===== config.mk =====
export PLATFORM = sky130hd
export DESIGN_NAME = packed_struct_rx
export DESIGN_NICKNAME = d
export VERILOG_FILES = /design/src/rtl/packed_struct_rx.sv
export SDC_FILE = /design/constraint.sdc
export NUM_CORES = 1
export LEC_CHECK = 0
export CAP_MARGIN = 20
export CORE_ASPECT_RATIO = 0.75
export CORE_MARGIN = 10
export CORE_UTILIZATION = 45
export CTS_BUF_LIST = sky130_fd_sc_hd__clkbuf_4 sky130_fd_sc_hd__clkbuf_8 sky130_fd_sc_hd__clkbuf_16
export CTS_CLUSTER_DIAMETER = 100
export CTS_CLUSTER_SIZE = 8
export DETAILED_ROUTE_END_ITERATION = 8
export PLACE_DENSITY_LB_ADDON = 0.1
export SLEW_MARGIN = 5
export SYNTH_ARGS = -nofsm -noshare
export SYNTH_HDL_FRONTEND = slang
export SYNTH_SLANG_ARGS = --single-unit

===== constraint.sdc =====
create_clock -name i_clk -period 4.3 [get_ports i_clk]
set_clock_uncertainty 0.2 [all_clocks]
set_input_delay 0.86 -clock i_clk [delete_from_list [all_inputs] [get_ports i_clk]]
set_output_delay 0.86 -clock i_clk [all_outputs]
set_load 0.02 [all_outputs]

===== src/rtl/packed_struct_rx.sv =====
// packed_struct_rx: assembles tag/data/checksum byte frames into packed records with delivery and error statistics
module packed_struct_rx #(
  parameter int DATA_BYTES = 1,
  parameter int CNT_W = 8
) (
  input  logic                    i_clk,
  input  logic                    i_rst_n,
  input  logic                    i_byte_valid,
  input  logic [7:0]              i_byte,
  output logic                    o_byte_ready,
  input  logic                    i_abort,
  output logic                    o_rec_valid,
  input  logic                    i_rec_ready,
  output logic [7:0]              o_rec_tag,
  output logic [DATA_BYTES*8-1:0] o_rec_data,
  output logic                    o_rec_err,
  output logic [CNT_W-1:0]        o_rec_count,
  output logic [CNT_W-1:0]        o_err_count
);
  localparam int W = DATA_BYTES * 8;
  localparam int CW = DATA_BYTES > 1 ? $clog2(DATA_BYTES) : 1;
  typedef struct packed {
    logic [7:0]   tag;
    logic [W-1:0] data;
    logic         err;
  } rec_t;
  typedef enum logic [1:0] {S_TAG, S_DATA, S_CHK, S_OUT} state_t;
  state_t state, state_nxt;
  rec_t rec;
  logic [CW-1:0] cnt;
  logic [7:0] acc;
  logic byte_xfer, rec_xfer, flush;
  assign o_byte_ready = (state != S_OUT) && i_rst_n;
  assign byte_xfer = i_byte_valid && o_byte_ready;
  assign rec_xfer = o_rec_valid && i_rec_ready;
  // a committed record in S_OUT cannot be aborted
  assign flush = i_abort && (state != S_OUT);
  assign o_rec_tag = rec.tag;
  assign o_rec_data = rec.data;
  assign o_rec_err = rec.err;
  // state register
  always_ff @(posedge i_clk)
    if (!i_rst_n) state <= S_TAG;
    else state <= state_nxt;
  // frame sequencing: tag, DATA_BYTES data bytes, checksum, then hold until consumed
  always_comb begin
    state_nxt = state;
    if (flush) state_nxt = S_TAG;
    else
      unique case (state)
        S_TAG:  state_nxt = byte_xfer ? S_DATA : S_TAG;
        S_DATA: state_nxt = (byte_xfer && cnt == CW'(DATA_BYTES - 1)) ? S_CHK : S_DATA;
        S_CHK:  state_nxt = byte_xfer ? S_OUT : S_CHK;
        S_OUT:  state_nxt = rec_xfer ? S_TAG : S_OUT;
      endcase
  end
  // record assembly, running checksum and statistics
  always_ff @(posedge i_clk) begin
    if (!i_rst_n) begin
      rec <= '0;
      cnt <= '0;
      acc <= '0;
      o_rec_valid <= 1'b0;
      o_rec_count <= '0;
      o_err_count <= '0;
    end else begin
      if (flush) begin
        cnt <= '0;
        acc <= '0;
      end else if (byte_xfer && state == S_TAG) begin
        rec.tag <= i_byte;
        acc <= i_byte;
        cnt <= '0;
      end else if (byte_xfer && state == S_DATA) begin
        rec.data <= W'({rec.data, i_byte});
        acc <= acc ^ i_byte;
        cnt <= cnt + 1'b1;
      end else if (byte_xfer && state == S_CHK) begin
        rec.err <= acc != i_byte;
        o_rec_valid <= 1'b1;
      end
      if (rec_xfer) begin
        o_rec_valid <= 1'b0;
        o_rec_count <= o_rec_count + 1'b1;
        if (rec.err && o_err_count != '1) o_err_count <= o_err_count + 1'b1;
      end
    end
  end
endmodule


==> results by group, run 1 <==
Status
  – Run status: finished, final reports clean

Timing
  – Hold Fails Final Rpt: 0
  – RSZ-0062 raised after global routing: false
  – Least-Margin Pin Slew: 676.0 ps
  – Final Cycle Share: 0.7954
  – Setup tns final: 0 ps
  – Min Hold Slack: between 200 and 300 ps
  – Slew Viols, Final: 0
  – Max-slew headroom: 0.5480
  – Achievable Freq: 0.2924 GHz
  – Crit path time final: 3420 ps
  – Final Setup Violations: 0

GRT
  – Largest net degree at the start of global routing: 34
  – Grt ovf: 0
  – Vias in the first global route: around 1600
  – First-pass GRT wire length: ~7700 um
  – GRT Overall Usage: 0.1164
  – Initial antenna violation count: 0

CTS
  – Clk Latency, worst-skew pair: 290 ps
  – Htree depth: 2
  – CTS sink count: 45
  – Postcts setup bufs: 0
  – Clock-pin slew on the worst setup and hold paths: roughly 80 ps
  – CTS buffer count: 5
  – Cts repair resizes: 0
  – Clk buf depth: 2
  – TritonCTS clock tree: yes
  – Root Driver: clkbuf_8
  – Cts hold-fix bufs: 0

Pwr
  – Power per cell area: 310.6 mW/mm^2
  – Peak supply drop: 0.1826 mV
  – Static Leak: 0.9494 nW

Min path
  – Hold WC Path Type: flip-flop to flip-flop

Die
  – Standard-cell rows: 21
  – Die area: 0.007642 sq mm
  – Starting Density: 0.4612
  – Die H: 78.25 um
  – Die W: about 98 um
  – Core Area: roughly 0.0044 sq mm
  – # IOs: 48

Synth
  – Simple-Gate Fraction of Synth Area: 0.2028
  – Biggest area consumer among synthesized cells: dfxtp_1
  – Post-synth top area share: 0.4425
  – Netlist Area Pre-Place: 0.002036 sq mm
  – Ys flop type: dfxtp_1
  – Synth top area cells: dfxtp_1, mux2i_1, nor2_1
  – Ys async rst share: 0
  – Yosys reg bits: 45
  – Synth Area in Compound Gates: 0.09527
  – Post-Synth Adder-Cell Area: 0.01229
  – Syn nets: 237
  – Synthesis Warnings: 0
  – Syn Inst Count: 222
  – Main combinational cell family by area after synthesis: simple AND/OR/NAND/NOR gates
  – Post-synthesis mux area share: 0.1328
  – Number of synthesized flops with an enable pin: 0
  – Yosys cell types: 36
  – Sequential cell area fraction in the yosys report: 0.4425
  – Post-Synth XOR/XNOR Area: 0.08175
  – Mapped Avg Cell Area: approximately 9.2 sq um

Worst setup path
  – Worst Path Required: 3240 ps
  – Crit path buffers/inverters: 3
  – Crit path max fanout: 8
  – CP Cell Sequence: clkdlybuf4s50_1, clkinv_1, a21oi_1, clkdlybuf4s50_1
  – Startpoint Class: input pin
  – Max stage delay on crit path: 630 ps
  – Worst setup EP type: output port
  – Most frequent CP cell: clkdlybuf4s50_1
  – Top Family by Delay on Critical Path: buffers and inverters
  – Crit path kind: input pin to output port
  – Critical Path AT: 2360 ps
  – Slowest stage cell on the critical path: clkdlybuf4s50_1

Routing
  – Drt pass-1 iters: 4
  – Vias/cell: 5.095
  – DR WL/cell: approximately 14 um
  – Detail Route Antenna Nets: 0
  – Starting DRC count in detailed routing: 45
  – Routed WL: 4560 um
  – DRC: 0
  – Vias: 1661

Finish
  – Fill cells: 400
  – Most frequent cells in the layout: clkdlybuf4s50_1, dfxtp_1, nor2_1, mux2i_1, nand2_1
  – P&R area growth vs syn: 31.10%
  – Commonest non-fill, non-tap cell in the layout: clkdlybuf4s50_1
  – Layout cell share with drive strength beyond 1: 0.05948
  – Number of diodes: 0
  – Final #Nets: 283

Placement
  – Port buffer count: 47
  – Placer Congestion: ~0.75
  – Post-DP HPWL: about 3300 um

Job
  – Max_cap viols: 0
==> report_power, final <==
group          total [mW]  leakage [nW]  switching [mW]  internal, mW
clock               0.333        0.0619           0.138         0.196
combinational      0.0698         0.524          0.0376        0.0322
sequential          0.426         0.364         0.00385         0.422
==> worst paths after layout <==
kind	start	to	slack, ps	cells after the start
worst max-delay path	i_rst_n	o_byte_ready	880	4
worst min-delay path	cnt$_SDFFE_PP0P_	cnt$_SDFFE_PP0P_	280	2
worst min register to register	cnt$_SDFFE_PP0P_	cnt$_SDFFE_PP0P_	280	2
worst max register to register	state[1]$_SDFF_PP0_	o_rec_tag[2]$_SDFFE_PN0P_	2100	4
==> metal layers <==
layer / part of all wire / GRT usage / routed length (um)
met1: 0.48 / 0.1395 / 2210
met2: 0.46 / 0.1960 / 2092
met3: 0.050 / 0.03937 / 229
met4: 0.0061 / 0.03043 / 28
met5: 0 / 0 / 0
==> logic make-up after synthesis <==
kind of cell,after synthesis
xor+xnor,19
simple gates,82
fa+ha+maj,2
buf+inv,15
compound gates,32
mux,27
flops,45
==> synthesized netlist by cell type (2+ instances only) <==
cell,count
a21oi_1,14
mux2i_1,27
nor2b_1,8
o31ai_1,2
and2_1,2
and3_1,2
buf_2,5
xor2_1,7
clkbuf_1,5
ha_1,2
o21ai_0,9
a211oi_1,2
nor2_1,30
inv_1,3
dfxtp_1,45
nand3b_1,2
nand3_1,3
nand2_1,18
xnor2_1,12
or4_1,2
nand4_1,7
==> area by class of cell <==
class,instances,area (sq um),area share
Timing Repair Buffer,50,493.0,0.1847
Clock buffer,7,90.09,0.03376
Tap cell,57,71.32,0.02672
Clock inverter,1,30.03,0.01125
Sequential cell,45,900.9,0.3376
Multi-Input combinational cell,162,1069,0.4004
Inverter,4,15.01,0.005626
==> state kept, by name (all words and copies together) (netlist names) <==
| signal | cells |
|---|---|
| cnt | 1 |
| acc | 8 |
| o_err_count | 8 |
| o_rec_data | 8 |
| state | 2 |
| o_rec_count | 8 |
| o_rec_tag | 8 |
| o_rec_valid | 1 |
| o_rec_err | 1 |
==> worst min-delay path, cell delays in order, from the launching register on <==
cell and delay, ps:
dfxtp_1 330, nand2_1 60, a21oi_1 50
==> per-stage QoR <==
step                total power, mW  utilization  instances  setup slack [ps]  cell area (sq um)
CTS                          0.8409       0.6046        326             850.8               2669
floorplan                    0.4742            -        222              1511               2036
finish                       0.8290       0.6046        326             879.9               2669
global placement             0.5053       0.5774        318             895.5               2549
detailed placement           0.5063       0.5774        318             849.3               2549
global route                 0.8584       0.6046        326             773.1               2669
No activity file was read; power rests on OpenSTA's default activity.
==> run 2, diff against run 1 <==
CORE_UTILIZATION = 44   (was 45)
clock period = 2.9 ns   (was 4.3 ns; I/O delays follow)
==> run 2 against run 1 <==
First-iteration DRC count rose by 22%. Core utilization fell by 0.35 points. Wire length rose by 1.3%. Clock power rose by 26%. Worst hold slack got worse by 8.5 ps. Final area rose by 0.61%. Die area rose by 1.7%. Largest power group unchanged.
==> results by group, run 2 (synthesis gave the netlist of run 1 again) <==
Finish
  – Fill cells: 429
  – Number of diodes: 0
  – Final #Nets: 286
  – Most frequent cells in the layout: clkdlybuf4s50_1, dfxtp_1, nor2_1, mux2i_1, nand2_1
  – Layout cell share with drive strength beyond 1: 0.06985
  – Post-route insts no fill: around 330
  – P&R area growth vs syn: 31.90%
  – Commonest non-fill, non-tap cell in the layout: clkdlybuf4s50_1

Pwr
  – Switching power total: about 270 uW
  – Switching Share: 0.2295
  – Int Power: 892.7 uW
  – Static Leak: 0.9614 nW
  – Power per cell area: between 400 and 500 mW/mm^2
  – Sequential Power Share: 0.545
  – Pwr Total: 1.159 mW
  – Clock power frac: 0.362
  – Peak supply drop: approximately 0.28 mV
  – Gate power share: 0.093

Min path
  – Min-delay src: cnt$_SDFFE_PP0P_
  – Hold path depth: 2
  – Hold WC Path Type: flip-flop to flip-flop
  – Hold EP: cnt$_SDFFE_PP0P_

Timing
  – Setup tns final: 0 ps
  – Slew Viols, Final: 0
  – Final Setup Violations: 0
  – Achievable Freq: 0.3700 GHz
  – Max-slew headroom: 0.6779
  – Hold Fails Final Rpt: 0
  – RSZ-0062 raised after global routing: false
  – Crit path time final: 2703 ps
  – Final Cycle Share: 0.9320
  – Least-Margin Pin Slew: about 470 ps

CTS
  – CTS buffer count: 5
  – CTS sink count: 45
  – Postcts setup bufs: 0
  – Htree depth: 2
  – Cts repair resizes: 0
  – Clk buf depth: 2
  – Clock-pin slew on the worst setup and hold paths: 80 ps
  – Root Driver: clkbuf_8
  – Cts hold-fix bufs: 0
  – TritonCTS clock tree: yes
  – Clk Latency, worst-skew pair: slightly below 300 ps

GRT
  – GRT Overall Usage: 0.1163
  – Vias in the first global route: 1551
  – Grt ovf: 0
  – First-pass GRT wire length: 7721 um
  – Initial antenna violation count: 0
  – Largest net degree at the start of global routing: 34

Placement
  – Placer Congestion: 0.7315
  – DP Cell Count: about 320
  – Port buffer count: 47
  – Post-DP HPWL: around 3300 um

Worst setup path
  – R2r setup slk: 1000 ps
  – Reg-to-Reg End: o_err_count[5]$_SDFFE_PN0P_
  – Critical Path AT: 1920 ps
  – Worst r2r path cells: 5
  – Worst r2r src: o_err_count[0]$_SDFFE_PN0P_
  – Startpoint Class: input pin
  – Worst setup EP type: output port
  – Crit path kind: input pin to output port
  – Crit path max fanout: 2
  – Worst Path Required: approximately 2100 ps

Routing
  – Routed WL: 4618 um
  – Vias: 1651
  – Detail Route Antenna Nets: 0
  – DRC: 0
  – DR WL/cell: 14.04 um
  – Starting DRC count in detailed routing: 55
  – Drt pass-1 iters: 4
  – Vias/cell: around 5

Die
  – Die area: 0.007775 sq mm
  – Standard-cell rows: 21
  – Die W: approximately 99 um
  – Core Area: about 0.0045 sq mm
  – Starting Density: 0.4557
  – Die H: between 70 and 80 um
  – # IOs: 48

Job
  – Max_cap viols: 0

Status
  – Run status: finished, final reports clean
-- run 2: power by group through the flow --
stage	sequential (mW)	clock [mW]	combinational, mW
after floorplan	0.652	0	0.0515
after global placement	0.646	0	0.107
after detailed placement	0.646	0	0.108
after CTS	0.632	0.438	0.109
after global routing	0.633	0.463	0.117
final	0.632	0.419	0.108
-- run 2: worst max-delay path: stages --
cell	delay, ps
clkdlybuf4s50_1	490
clkinv_1	90
a21oi_1	120
clkdlybuf4s50_1	640
-- run 2: area by class of cell --
class | count | area, sq um | share of cell area
multi-input combinational | 162 | 1069 | 0.3979
tap | 57 | 71.32 | 0.02656
sequential | 45 | 900.9 | 0.3355
inverter | 4 | 15.01 | 0.005592
clock buffer | 7 | 96.34 | 0.03588
timing repair buffer | 53 | 528.0 | 0.1966
clock inverter | 1 | 5.005 | 0.001864
-- run 2: how the worst max path moves through the flow --
stage | depth (start not counted) | slack [ps] | startpoint | to
floorplan | 4 | 670 | i_rst_n | o_byte_ready
global placement | 4 | 220 | i_rst_n | o_byte_ready
detailed placement | 4 | 200 | i_rst_n | o_byte_ready
CTS | 4 | 190 | i_rst_n | o_byte_ready
global route | 4 | 90 | i_rst_n | o_byte_ready
finish | 4 | 200 | i_rst_n | o_byte_ready
-- run 2: stage by stage --
step	instance area [sq um]	setup slack [ps]	hold WS (ps)	utilization
finish	2685	197.3	275.4	0.6011
global route	2685	90.27	292.1	0.6011
CTS	2685	185.0	274.4	0.6011
detailed placement	2584	203.6	262.9	0.5784
global placement	2584	216.4	256.4	0.5784
floorplan	2036	670.7	239.8	-
-- run 2: per-layer routing --
layer	part of all wire	vias up	track usage
li1	-	862	-
met1	0.46	752	0.1498
met2	0.46	35	0.1765
met3	0.071	2	0.04844
met4	0.0035	0	0.02714
met5	0	-	0
==> run 3, diff against run 2 <==
--- a/config.mk
+++ b/config.mk
@@ -14,5 +14,5 @@
 export CTS_CLUSTER_SIZE = 8
 export DETAILED_ROUTE_END_ITERATION = 8
-export PLACE_DENSITY_LB_ADDON = 0.1
+export PLACE_DENSITY = 0.75
 export SLEW_MARGIN = 5
 export SYNTH_ARGS = -nofsm -noshare
--- a/constraint.sdc
+++ b/constraint.sdc
@@ -3,3 +3,3 @@
 set_input_delay 0.58 -clock i_clk [delete_from_list [all_inputs] [get_ports i_clk]]
 set_output_delay 0.58 -clock i_clk [all_outputs]
-set_load 0.02 [all_outputs]
+set_load 0.005 [all_outputs]
==> run 3 against run 2 <==
Wire length increased by 5.9%. Count of clock-buffer cells in the layout decreased by 2. Global-route usage increased by 0.97 points. Register-to-register slack got worse by 20 ps. Sequential power about the same. Final area decreased by 0.84%. Combinational power decreased by 6%. Worst setup slack improved by 130 ps. Final cell count unchanged. Die area unchanged. Clock power decreased by 6.7%. Sequential share of layout area increased by 0.28 points. Critical endpoint unchanged.
==> results by group, run 3 (synthesis gave the netlist of run 1 again) <==
Status
  – Run status: finished, final reports clean

CTS
  – Clock-pin slew on the worst setup and hold paths: 90 ps
  – TritonCTS clock tree: yes
  – Clk buf depth: 2
  – Cts hold-fix bufs: 0
  – Htree depth: 2
  – Root Driver: clkbuf_8
  – Postcts setup bufs: 0
  – CTS sink count: 45
  – Clk Latency, worst-skew pair: about 300 ps
  – CTS buffer count: 5
  – Cts repair resizes: 0

Routing
  – Detail Route Antenna Nets: 0
  – Vias: 1711
  – DRC: 0
  – Drt pass-1 iters: 4
  – Routed WL: 4889 um
  – Vias/cell: about 5.2
  – DR WL/cell: 14.86 um
  – Starting DRC count in detailed routing: 54

Die
  – # IOs: 48
  – Die area: 0.007775 sq mm
  – Standard-cell rows: 21
  – Core Area: 0.004467 sq mm
  – Die W: 98.54 um
  – Die H: 78.91 um
  – Starting Density: 0.4557

Worst setup path
  – Critical path startpoint: i_rst_n
  – Worst r2r path cells: 5
  – Critical Path AT: ~1800 ps
  – Most frequent CP cell: clkdlybuf4s50_1
  – CP Cell Sequence: clkdlybuf4s50_1, clkinv_1, a21oi_1, clkdlybuf4s50_1
  – Worst r2r src: o_err_count[0]$_SDFFE_PN0P_
  – Crit path kind: input pin to output port
  – Startpoint Class: input pin
  – Worst Path Required: between 2000 and 2500 ps
  – Max stage delay on crit path: between 500 and 600 ps
  – Crit path max fanout: 2
  – Crit path to: o_byte_ready
  – Slowest stage cell on the critical path: clkdlybuf4s50_1
  – Reg-to-Reg End: o_err_count[5]$_SDFFE_PN0P_
  – R2r setup slk: 980 ps
  – Worst setup EP type: output port

Finish
  – Number of diodes: 0
  – Final Instance Area: about 0.0027 sq mm
  – Final #Nets: 286
  – P&R area growth vs syn: 30.79%
  – Commonest non-fill, non-tap cell in the layout: clkdlybuf4s50_1
  – Layout Utilization: 0.5961
  – Layout cell share with drive strength beyond 1: 0.06985
  – Most frequent cells in the layout: clkdlybuf4s50_1, dfxtp_1, nor2_1, mux2i_1, nand2_1

GRT
  – GRT Overall Usage: 0.1259
  – Largest net degree at the start of global routing: 34
  – First-pass GRT wire length: 8245 um
  – GRT met2 Usage: 0.1810
  – Grt ovf: 0
  – GR Util met1: 0.1707
  – Initial antenna violation count: 0
  – GRT met3 Usage: 0.05104
  – Vias in the first global route: 1623
  – Top Usage Layer GRT: met2

Timing
  – Max-slew headroom: 0.6306
  – Setup tns final: 0 ps
  – Final Cycle Share: 0.8877
  – Least-Margin Pin Slew: 540.2 ps
  – Crit path time final: 2574 ps
  – Hold Fails Final Rpt: 0
  – Slew Viols, Final: 0
  – Final Setup Violations: 0
  – RSZ-0062 raised after global routing: false
  – Achievable Freq: 0.3884 GHz
  – Min Hold Slack: 290.3 ps

Pwr
  – Pwr Total: 1.125 mW
  – Static Leak: ~0.94 nW
  – Peak supply drop: 0.2276 mV
  – Power per cell area: 422.6 mW/mm^2

Min path
  – Min-delay src: cnt$_SDFFE_PP0P_
  – Hold WC Path Type: flip-flop to flip-flop

Job
  – Max_cap viols: 0

Placement
  – Post-DP HPWL: 3551 um
  – Placed Area: 0.002571 sq mm
  – Port buffer count: 47
  – Placer Congestion: 0.7795
run 3: cell types whose count changed in the layout (fill, tap and decap cells not counted), sizes merged:
cell      previous run  this run
clkinvlp             0         3
clkbuf               7         5
clkinv               2         1
run 3: where the power goes:
part,leakage [nW],switching (mW),total [mW],internal [mW]
combinational,0.538,0.0522,0.102,0.0499
clock,0.0364,0.222,0.391,0.169
sequential,0.364,0.00606,0.632,0.626
run 3: per-layer routing:
| metal | up-vias | share of wire |
|---|---|---|
| li1 | 866 | - |
| met1 | 797 | 0.49 |
| met2 | 48 | 0.43 |
| met3 | 0 | 0.087 |
| met4 | 0 | 0 |
| met5 | - | 0 |
run 3: layout make-up:
type | count | area [sq um]
clock buffers | 5 | 68.82
clock inverters | 3 | 22.52
fillers | 396 | 1804
inverters | 4 | 15.01
multi-input cells | 162 | 1069
flip-flops and latches | 45 | 900.9
well taps | 57 | 71.32
repair buffers | 53 | 515.5
run 3: worst max-delay path, delay by kind of cell:
family | cells | cell delay [ps]
buf+inv | 3 | 1110
compound gates | 1 | 110
run 3: per-stage QoR:
step	setup WS [ps]	cells
6_report	325.6	329
5_1_grt	257.1	329
3_3_place_gp	333.4	321
2_1_floorplan	882.9	222
3_5_place_dp	297.3	321
4_1_cts	313.7	329
run 3: worst min-delay path by stage:
stage,endpoint,slack (ps),cells after the start
2_1_floorplan,cnt$_SDFFE_PP0P_,240,2
3_3_place_gp,cnt$_SDFFE_PP0P_,260,2
3_5_place_dp,cnt$_SDFFE_PP0P_,270,2
4_1_cts,cnt$_SDFFE_PP0P_,290,2
5_1_grt,cnt$_SDFFE_PP0P_,320,2
6_report,cnt$_SDFFE_PP0P_,290,2
